===== src/rtl/pipe_exe_mdu.sv =====
// EXE-stage iterative multiply/divide unit with HI/LO registers.
// Shift-add multiply and restoring divide, one bit per cycle, stalling the front end while busy.
module pipe_exe_mdu #(
    parameter int unsigned WIDTH = 32
) (
    input  logic             clock,
    input  logic             resetn,
    input  logic             estart,
    input  logic [1:0]       eop,
    input  logic [WIDTH-1:0] ea,
    input  logic [WIDTH-1:0] eb,
    input  logic             ewhi,
    input  logic             ewlo,
    input  logic             eflush,
    output logic             mdu_stall,
    output logic             busy,
    output logic [WIDTH-1:0] hi,
    output logic [WIDTH-1:0] lo
);

    localparam int unsigned CW = (WIDTH > 1) ? $clog2(WIDTH) : 1;

    typedef enum logic [1:0] {IDLE, CALC, DONE} state_t;

    state_t             state, state_nx;
    logic [CW-1:0]      count;
    logic [2*WIDTH-1:0] acc;
    logic [WIDTH-1:0]   opb;
    logic               is_div, neg_q, neg_r;

    logic               start_ok, div_op, a_neg, b_neg;
    logic [WIDTH-1:0]   a_mag, b_mag;
    logic [WIDTH:0]     mul_sum;
    logic [WIDTH+1:0]   div_trial;
    logic [2*WIDTH-1:0] mul_next, div_next, prod_s;
    logic [WIDTH-1:0]   quo_s, rem_s;

    assign start_ok = (state == IDLE) && estart && !eflush;
    assign busy     = (state != IDLE);

    always_ff @(posedge clock or negedge resetn) begin
        if (!resetn) state <= IDLE;
        else         state <= state_nx;
    end

    always_comb begin
        state_nx  = state;
        mdu_stall = 1'b0;
        case (state)
            IDLE: if (start_ok) begin
                state_nx  = CALC;
                mdu_stall = 1'b1;
            end
            CALC: if (eflush) begin
                state_nx = IDLE;
            end else begin
                mdu_stall = 1'b1;
                if (count == '0) state_nx = DONE;
            end
            DONE:    state_nx = IDLE;
            default: state_nx = IDLE;
        endcase
    end

    // Divide by zero keeps the raw dividend: a zero divisor then yields all-ones quotient
    // and the original dividend as remainder straight out of the restoring loop.
    always_comb begin
        div_op = eop[1];
        b_neg  = !eop[0] && eb[WIDTH-1];
        a_neg  = !eop[0] && ea[WIDTH-1] && !(div_op && eb == '0);
        a_mag  = a_neg ? -ea : ea;
        b_mag  = b_neg ? -eb : eb;
    end

    always_comb begin
        mul_sum   = {1'b0, acc[2*WIDTH-1:WIDTH]} + {1'b0, opb};
        mul_next  = acc[0] ? {mul_sum, acc[WIDTH-1:1]} : {1'b0, acc[2*WIDTH-1:1]};
        div_trial = {1'b0, acc[2*WIDTH-1:WIDTH-1]} - {2'b00, opb};
        div_next  = div_trial[WIDTH+1] ? {acc[2*WIDTH-2:0], 1'b0}
                                       : {div_trial[WIDTH-1:0], acc[WIDTH-2:0], 1'b1};
        prod_s    = neg_q ? -acc : acc;
        quo_s     = neg_q ? -acc[WIDTH-1:0] : acc[WIDTH-1:0];
        rem_s     = neg_r ? -acc[2*WIDTH-1:WIDTH] : acc[2*WIDTH-1:WIDTH];
    end

    always_ff @(posedge clock or negedge resetn) begin
        if (!resetn) begin
            count  <= '0;
            acc    <= '0;
            opb    <= '0;
            is_div <= 1'b0;
            neg_q  <= 1'b0;
            neg_r  <= 1'b0;
            hi     <= '0;
            lo     <= '0;
        end else begin
            case (state)
                IDLE: begin
                    if (start_ok) begin
                        is_div <= div_op;
                        neg_q  <= a_neg ^ b_neg;
                        neg_r  <= a_neg;
                        count  <= CW'(WIDTH - 1);
                        acc    <= {{WIDTH{1'b0}}, (div_op ? a_mag : b_mag)};
                        opb    <= div_op ? b_mag : a_mag;
                    end else if (!estart && !eflush) begin
                        if (ewhi) hi <= ea;
                        if (ewlo) lo <= ea;
                    end
                end
                CALC: if (!eflush) begin
                    acc   <= is_div ? div_next : mul_next;
                    count <= count - 1'b1;
                end
                DONE: if (!eflush) begin
                    if (is_div) begin
                        lo <= quo_s;
                        hi <= rem_s;
                    end else begin
                        lo <= prod_s[WIDTH-1:0];
                        hi <= prod_s[2*WIDTH-1:WIDTH];
                    end
                end
                default: ;
            endcase
        end
    end

endmodule


===== config.mk =====
export PLATFORM = sky130hd
export DESIGN_NAME = pipe_exe_mdu
export DESIGN_NICKNAME = d
export VERILOG_FILES = /design/src/rtl/pipe_exe_mdu.sv
export SDC_FILE = /design/constraint.sdc
export NUM_CORES = 1
export LEC_CHECK = 0
export CAP_MARGIN = 25
export CORE_MARGIN = 2
export CORE_UTILIZATION = 47
export CTS_BUF_LIST = sky130_fd_sc_hd__clkbuf_4
export CTS_CLUSTER_DIAMETER = 60
export DETAILED_ROUTE_END_ITERATION = 10
export GPL_TIMING_DRIVEN = 0
export PLACE_DENSITY_LB_ADDON = 0.25
export SLEW_MARGIN = 20
export SYNTH_ARGS = -nofsm -noshare
export SYNTH_HDL_FRONTEND = slang
export SYNTH_SLANG_ARGS = --single-unit

===== constraint.sdc =====
create_clock -name clock -period 3.8 [get_ports clock]
set_input_delay 0.76 -clock clock [delete_from_list [all_inputs] [get_ports clock]]
set_output_delay 0.76 -clock clock [all_outputs]
set_load 0.03 [all_outputs]

==> impl_metrics.ini, run 1 <==
[clocking]
cts_buffers = 17
root_buffer = clkbuf_4
cts_tree = built
clkSinkCount = 170
clk_pin_slew_ns = 0.15
clock_latency_ns = 0.67
h-tree-depth = 4
clockBufferDepth = 2

[synthesis]
synth.top_cell.area_share = 0.2820
synthArstFlopShare = 1.000
syn_avg_cell_area_um2 = 7.804
yosys_warnings = 0
yosys_register_bits = 170
synth_edf_count = 0
synthFlopType = dfrtp_1
netlist_instances = 1933
synth_area_leaders = dfrtp_1 28%, o21ai_0 5.8%, ha_1 5.8%, a21oi_1 5.7%, xor2_1 5.1%
synth_area_um2 = 15090
seq_area_frac_synth = 0.2820
synth_fp_nets = 2077
yosysUniqueCellTypes = 73
synth.largest_area_cell = dfrtp_1

[global_routing]
grt-ovfl-total = 0
grt_first_pass_wirelength_um = 94690
antenna_found_initial = 3
grt_max_degree = 76
gr-usage-all-layers = 0.3756
grt_pass1_vias = 15360

[sta]
hold_viol_final = 0
setup_violations = 0
max_freq_mhz = 266.7
finalCriticalPeriod_ns = 3.750
finClkSkew_ns = 0.03315
tns_ns = 0
fin_ws_ns = 0.04983
worstMarginPinSlew_ns = 1.029
slew_viol_final = 0
relSlewSlack = 0.3074
finalCritPeriodShare = 0.9869

[drt]
drtPass1Iterations = 8
drt-initial-drc-count = 2037
drc = 0
wire_per_inst_um = 25.06
vias_per_cell = 6.526
ant_nets = 0
drt_wl_total_um = 62800
num_vias = 16360

[power]
power.density_nw_per_um2 = 726.5
peakVddDrop_v = 0.0003356
p_leak_uw = 0.007182

[min_path]
hold_class = reg2reg
holdPathEnd = hi[29]
whs_path_depth = 2
worstHoldStart = hi[29]

[floorplan]
fp.dieH_um = 183.2
die_w_um = 183.2
rows = 65
fp.dieArea_um2 = 33550
io_pins = 138
core_um2 = 31560
start_util = 0.4781

[critical_path]
startpoint_type = input pin
criticalPathCategory = in2reg
cp_max_fo = 10
reg2reg_depth = 12
startpoint = eb[7]
required_ns = 4.31
rrSetupSlack_ns = 0.09
rr_startpoint = acc[32]
endpoint_kind = register
reg2reg_to = acc[63]
arrival_ns = 4.26

[layout]
area_delta_synth_final_pct = 15.68
final-instance-count-excl-fill = 2506
final_common_cell = nand2_1
drive_gt1_frac = 0.04662
nNetsFinal = 2234
final_cell_mix = 204 x nand2_1, 174 x o21ai_0, 172 x nor2_1

[placed_design]
hpwl_um = 49600
port_buffers = 134
place_congestion = 1.025
dpl.cell_count = 2471
place_ws_ns = -0.9228

[run_status]
status = complete, no violations

[flow_run]
cap_viol_max_count = 0
logic make-up (layout without fill, tap and decap cells):
| family | Yosys count | in the layout | share of synthesized area |
|---|---|---|---|
| AO/OA/AOI/OAI | 688 | 688 | 0.2930 |
| other | 0 | 2 | 0 |
| adder cells (fa/ha/maj) | 72 | 72 | 0.06071 |
| flip-flops | 170 | 170 | 0.2820 |
| multiplexers | 51 | 51 | 0.03450 |
| buffers and inverters | 195 | 364 | 0.04902 |
| XOR/XNOR | 172 | 172 | 0.09986 |
| AND/OR/NAND/NOR | 585 | 585 | 0.1809 |
state kept, by name, summed over array words and instances, names as in the netlist:
signal,flops
acc,64
hi,32
lo,32
opb,32
count,5
state,2
is_div,1
neg_q,1
neg_r,1
critical path, stage by stage:
cell             delay [ns]
clkdlybuf4s50_1        0.52
or4_1                  0.58
nor3_4                 0.24
nand4_1                0.13
buf_4                  0.18
o211a_1                0.37
clkbuf_2               0.27
o31ai_1                0.13
xnor2_1                0.26
o211ai_1               0.59
o21ai_0                0.22
report_power, final:
| part | total, uW | switching, uW | internal, uW |
|---|---|---|---|
| registers | 3190 | 889 | 2300 |
| logic | 8190 | 5070 | 3120 |
| clock network | 1300 | 722 | 577 |
| total | 12700 | 6680 | 6000 |
metrics by stage:
| step | instance area [um2] | hold slack [ns] | utilization | total power, uW |
|---|---|---|---|---|
| 2_1_floorplan | 15090 | 0.4620 | - | 8403 |
| 3_3_place_gp | 16930 | 0.4650 | 0.5365 | 10860 |
| 3_5_place_dp | 17000 | 0.4693 | 0.5387 | 10970 |
| 4_1_cts | 17380 | 0.4984 | 0.5509 | 12300 |
| 5_1_grt | 17450 | 0.5200 | 0.5531 | 13440 |
| 6_report | 17450 | 0.4964 | 0.5531 | 12680 |
per-layer routing:
layer,up-vias,GRT usage,wire [um]
li1,7359,-,-
met1,7795,0.5286,26300
met2,1054,0.5517,26150
met3,145,0.08638,7536
met4,2,0.1613,2805
met5,-,0,10
worst max path at each step:
stage / endpoint / slack [ns] / cells past startpoint
2_1_floorplan: acc[56] / 0.62 / 12
3_3_place_gp: acc[17] / -5.51 / 1
3_5_place_dp: opb[5] / -0.92 / 10
4_1_cts: mdu_stall / 0.03 / 6
5_1_grt: acc[61] / -0.0002 / 11
6_report: opb[18] / 0.05 / 11
cell type report:
class	instances	area [um2]
well taps	402	503.0
repair buffers	140	1434
clock buffers	17	127.6
clock inverters	14	203.9
plain buffers	128	496.7
inverters	65	244.0
multi-input cells	1568	10180
diodes	2	5.005
flip-flops and latches	170	4258
fillers	3049	14100
synth_stat cells (10+ instances only):
cell type    n
nand2_1    205
o21ai_0    176
nor2_1     172
a21oi_1    171
dfrtp_1    170
clkbuf_1   117
xor2_1      88
xnor2_1     84
ha_1        70
o211ai_1    66
inv_1       64
a21o_1      48
nor3_1      44
o31ai_1     44
mux2i_1     43
a211oi_1    26
or3_1       22
nand3_1     21
a31oi_1     20
a32o_1      20
nor2b_1     18
or2_2       15
o22ai_1     14
o41ai_1     13
nand2b_1    12
nand4_1     12
or4_1       12
o21a_1      11
and2_1      10
o221ai_1    10
timing repair:
action,in CTS,in global routing
hold buffers,1,0
setup endpoints to repair,49,44
setup buffers,1,2
gates resized for setup,12,16
endpoints found under the hold margin,30,0
pin swaps,2,3
No activity file was read; power rests on OpenSTA's default activity.
==> run 2, diff against run 1 <==
Settings changed: GPL_TIMING_DRIVEN 0 to default, SKIP_CTS_REPAIR_TIMING from default to 1.
==> run 2 against run 1 <==
Compared with the run above:
- routed wire length down 5.5%
- cell count decreased by 0.76%
- count of clock-buffer cells in the layout is the same
- sequential power is 3% lower
- critical path type is now reg2reg
- via count decreased by 1.3%
- worst setup slack better by 0.064 ns
- core utilization up 0.81 points
- fmax increased by 1.7%
- die area did not move
- global-route usage shrank 2.6 points
- clock skew up 0.0054 ns
==> impl_metrics.ini, run 2 (synthesized netlist as in run 1, its figures left out) <==
[sta]
finalCriticalPeriod_ns = 3.686
relSlewSlack = 0.3831
worstMarginPinSlew_ns = 0.9218
finClkSkew_ns = 0.03853
finalCritPeriodShare = 0.9701
rsz0062_at_grt = no
setup_violations = 0
tns_ns = 0
slew_viol_final = 0
hold_viol_final = 0
max_freq_mhz = 271.3

[clocking]
clk_pin_slew_ns = 0.19
cts_buffers = 17
cts_tree = built
clockBufferDepth = 2
root_buffer = clkbuf_4
clkSinkCount = 170
clock_latency_ns = 0.63
h-tree-depth = 4

[floorplan]
fp.dieArea_um2 = 33550
io_pins = 138
die_w_um = 183.2
core_um2 = 31560
start_util = 0.4781
rows = 65
fp.dieH_um = 183.2

[placed_design]
place_congestion = 1.043
port_buffers = 137
hpwl_um = 45880
dpl.cell_count = 2453
placed_cell_area_um2 = 17400

[critical_path]
required_ns = 4.31
criticalPathCategory = reg2reg
slowest_delay_ns = 0.58
crit_top_cell = a21oi_1
startpoint_type = register
rrSetupSlack_ns = 0.11
arrival_ns = 4.20
crit_chain = inv_1 > ha_1 > a21oi_1 > nor2_1 > o311ai_0 > a21oi_1 > or2_2 > a31o_2 > a21oi_2 > buf_12 > o211ai_1 > a32o_1
endpoint_kind = register
cp_max_fo = 23
worst_path_max_delay_cell = dfrtp_1
reg2reg_depth = 12

[global_routing]
grt_max_degree = 86
gr-usage-all-layers = 0.3496
grt-ovfl-total = 0
antenna_found_initial = 2
grt_first_pass_wirelength_um = 89360
grt_pass1_vias = 14690

[drt]
drc = 0
drt-initial-drc-count = 1987
wire_per_inst_um = 23.87
num_vias = 16140
drtPass1Iterations = 6
vias_per_cell = 6.489
ant_nets = 0
drt_wl_total_um = 59370

[power]
power.density_nw_per_um2 = 706.8
p_leak_uw = 0.007507
peakVddDrop_v = 0.0004098

[layout]
stdcell_area_um2 = 17710
final-instance-count-excl-fill = 2487
largest_reg_flops = 64
fin_util = 0.5612
final_common_cell = nand2_1
final_cell_mix = 205 x nand2_1, 176 x o21ai_0, 170 x nor2_1, 170 x a21oi_1, 169 x dfrtp_1
area_delta_synth_final_pct = 17.38
drive_gt1_frac = 0.09405
nNetsFinal = 2215
top_register = acc

[run_status]
status = complete, no violations

[flow_run]
cap_viol_max_count = 0

[min_path]
hold_class = in2async
-- run 2: cell types whose count changed in the layout (fill, tap and decap cells not counted), sizes merged, moves of 5 or more --
cell and change:
clkbuf -115, inv +5, bufinv -5, buf +96
-- run 2: layer usage --
layer / part of all wire / GRT usage / vias up
li1: - / - / 7325
met1: 0.42 / 0.4975 / 7678
met2: 0.42 / 0.5094 / 1011
met3: 0.13 / 0.09095 / 122
met4: 0.038 / 0.1286 / 2
met5: 0.00027 / 0 / -
-- run 2: area by class of cell --
cell class	count	area, um2
Clock buffer	17	127.6
Multi-Input combinational cell	1568	10150
Antenna cell	1	2.502
Timing Repair Buffer	249	2260
Clock inverter	15	162.7
Fill cell	3000	13850
Tap cell	402	503.0
Sequential cell	170	4255
Inverter	65	244.0
-- run 2: worst max-delay path, delay by kind of cell (launching register included) --
kind                       cells  cell delay, ns
adders and majority gates      1            0.43
and+or+nand+nor                2            0.37
AOI/OAI and AO/OA              7            1.73
DFF                            1            0.58
buffers and inverters          2            0.44
-- run 2: power breakdown --
part,internal (uW),switching [uW],leakage [uW]
registers,2300,793,0.00208
clock network,298,831,0.000145
logic,3360,4940,0.00528
-- run 2: stage by stage --
step                      setup slack (ns)  total power (uW)  hold slack, ns
final                               0.1138             12520          0.1101
after global routing               0.02704             13300          0.1345
after global placement             0.01396             11010          0.4618
after floorplan                     0.6173              8403          0.4620
after CTS                           0.1810             12280          0.1223
after detailed placement           0.05059             11140          0.4685
-- run 2: final timing paths --
check,startpoint,to
worst max-delay path,opb[14],acc[40]
worst min-delay path,resetn,hi[16]
worst max register to register,opb[14],acc[40]
worst min register to register,lo[3],lo[3]
max in group asynchronous,resetn,opb[18]
min in group clock,lo[3],lo[3]
==> RTL change (settings of run 2) <==
Re-encode `state_t` (3 states) as one-hot, 3 bits wide.
--- a/src/rtl/pipe_exe_mdu.sv
+++ b/src/rtl/pipe_exe_mdu.sv
@@ -20,7 +20,7 @@
 
     localparam int unsigned CW = (WIDTH > 1) ? $clog2(WIDTH) : 1;
 
-    typedef enum logic [1:0] {IDLE, CALC, DONE} state_t;
+    typedef enum logic [2:0] {IDLE = 3'b001, CALC = 3'b010, DONE = 3'b100} state_t;
 
     state_t             state, state_nx;
     logic [CW-1:0]      count;
Behaviour: same outputs for any inputs over 4 cycles, from zero or initial values and one cycle with resetn low; so few cycles prove little.
==> RTL change against run 2 <==
- final area up 0.41%
- first-iteration DRC count decreased by 2.7%
- routed wire length is 7.3% lower
- worst setup slack improved by 0.089 ns
- area after synthesis is 1.6% lower
- sequential cell count grew 1
- clock skew hardly changed
- core utilization rose by 0.67 points
Power is not compared: it rests on default switching activity, and its combinational part moved more than twofold at a synthesized area within 25%.
==> RTL change: results (changes against run 2) <==
| Metric | Value |
|---|---|
| Status | finished, final reports clean |
| Layout Nets | 2,232 (+0.77%) |
| R2R depth | 13 (+1) |
| DR iter-0 viols | 1,934 (-2.7%) |
| Synth cell types | 79 (+8.2%) |
| Worst-margin pin slew | 1.024 ns (+0.1023 ns) |
| Pre-CTS setup slack | -0.2276 ns (-0.2782 ns) |
| Final GP Congestion | 0.9940 (-4.7%) |
| Pin count of the biggest net entering global routing | 102 (+19%) |
| Skew final | 0.03865 ns (+0.0001262 ns) |
| Number of global-route vias before repair | 14,510 (-1.2%) |
| GRT Overall Usage | 32.80% (-2.2 points) |
| CP arrival | 4.12 ns (-0.08 ns) |
| Hold slack | 0.1603 ns (+0.05017 ns) |
| FF-to-FF End | acc[62]$_DFFE_PN0P_ |
| Max FO, Critical Path | 5 (-78%) |
| Pre-antenna DRT Iters | 7 (+1) |
| Seq/Total Area, Yosys | 28.84% (+0.64 points) |
| Routed wire per std cell | 21.98 um (-7.9%) |
| Synthesized Nets | 2,040 (-1.8%) |
| Clock latency on the worst-skew pair | 0.60 ns (-0.03 ns) |
| Worst R2R Setup Slack | 0.20 ns (+0.09 ns) |
| Global-route wire length before repair | 84.14 mm (-5.8%) |
| Most area-consuming cells after synthesis | dfrtp_1 (29%), ha_1 (5.9%), nand2_1 (5.9%), o21ai_0 (5.8%), a21oi_1 (5.4%) |
| Number of fill cells | 2,947 (-1.8%) |
| Worst R2R Start | acc[34]$_DFFE_PN0P_ |
| Post-DP HPWL | 42.27 mm (-7.9%) |
==> RTL change: critical path, cell delays in order, from the launching register on <==
cell and delay (ns):
dfrtp_1 0.52, buf_4 0.21, ha_1 0.25, a211oi_1 0.25
o21ai_0 0.20, o211ai_1 0.32, a21oi_1 0.14, a2111oi_0 0.50
buf_4 0.21, o21ai_0 0.09, a21oi_1 0.23, o21ai_0 0.18
mux2i_1 0.17, a32o_1 0.27
==> RTL change: power breakdown <==
part           switching [mW]  leakage (nW)  internal (mW)  total, mW
Combinational            2.32          5.44           1.68       4.00
Clock                   0.829         0.163          0.319       1.15
Sequential              0.511          2.14           2.17       2.68
==> RTL change: worst max-delay path by stage <==
stage,startpoint,slack [ns],to,depth (start not counted)
6_report,acc[34]$_DFFE_PN0P_,0.20,acc[62]$_DFFE_PN0P_,13
4_1_cts,acc[31]$_DFFE_PN0P_,0.005,acc[62]$_DFFE_PN0P_,15
3_3_place_gp,ea[11],-0.19,acc[28]$_DFFE_PN0P_,11
3_5_place_dp,eb[27],-0.23,opb[12]$_DFFE_PN0P_,13
2_1_floorplan,ea[11],0.34,acc[28]$_DFFE_PN0P_,10
5_1_grt,acc[31]$_DFFE_PN0P_,0.001,acc[62]$_DFFE_PN0P_,15
==> RTL change: through the flow <==
step	instances	instance area [um^2]
5_1_grt	2505	17780
3_3_place_gp	2469	17430
4_1_cts	2501	17740
2_1_floorplan	1896	14840
6_report	2505	17780
3_5_place_dp	2469	17430
==> RTL change: layout make-up <==
cell class	count	area share, %
Clock inverter	14	0.9711
Clock buffer	18	0.7600
Timing Repair Buffer	295	14.68
Tap cell	402	2.829
Inverter	62	1.309
Sequential cell	171	24.09
Antenna cell	2	0.02815
Multi-Input combinational cell	1541	55.33
==> RTL change: cell families after synthesis <==
logic type                 Yosys count  synth area share [%]
adders and majority gates           72                 6.170
xor gates and xnor gates           171                 10.09
buffers and inverters              184                 5.133
AOI/OAI and AO/OA                  615                 26.58
muxes                               58                 4.063
DFF                                171                 28.84
and+or+nand+nor                    625                 19.13
==> RTL change: layer usage <==
layer / global-route usage (%) / routed length [um] / vias to the layer above
li1: - / - / 7222
met1: 46.99 / 23950 / 7345
met2: 48.51 / 23170 / 827
met3: 5.836 / 5374 / 137
met4: 14.08 / 2562 / 0
met5: 0 / 0 / -
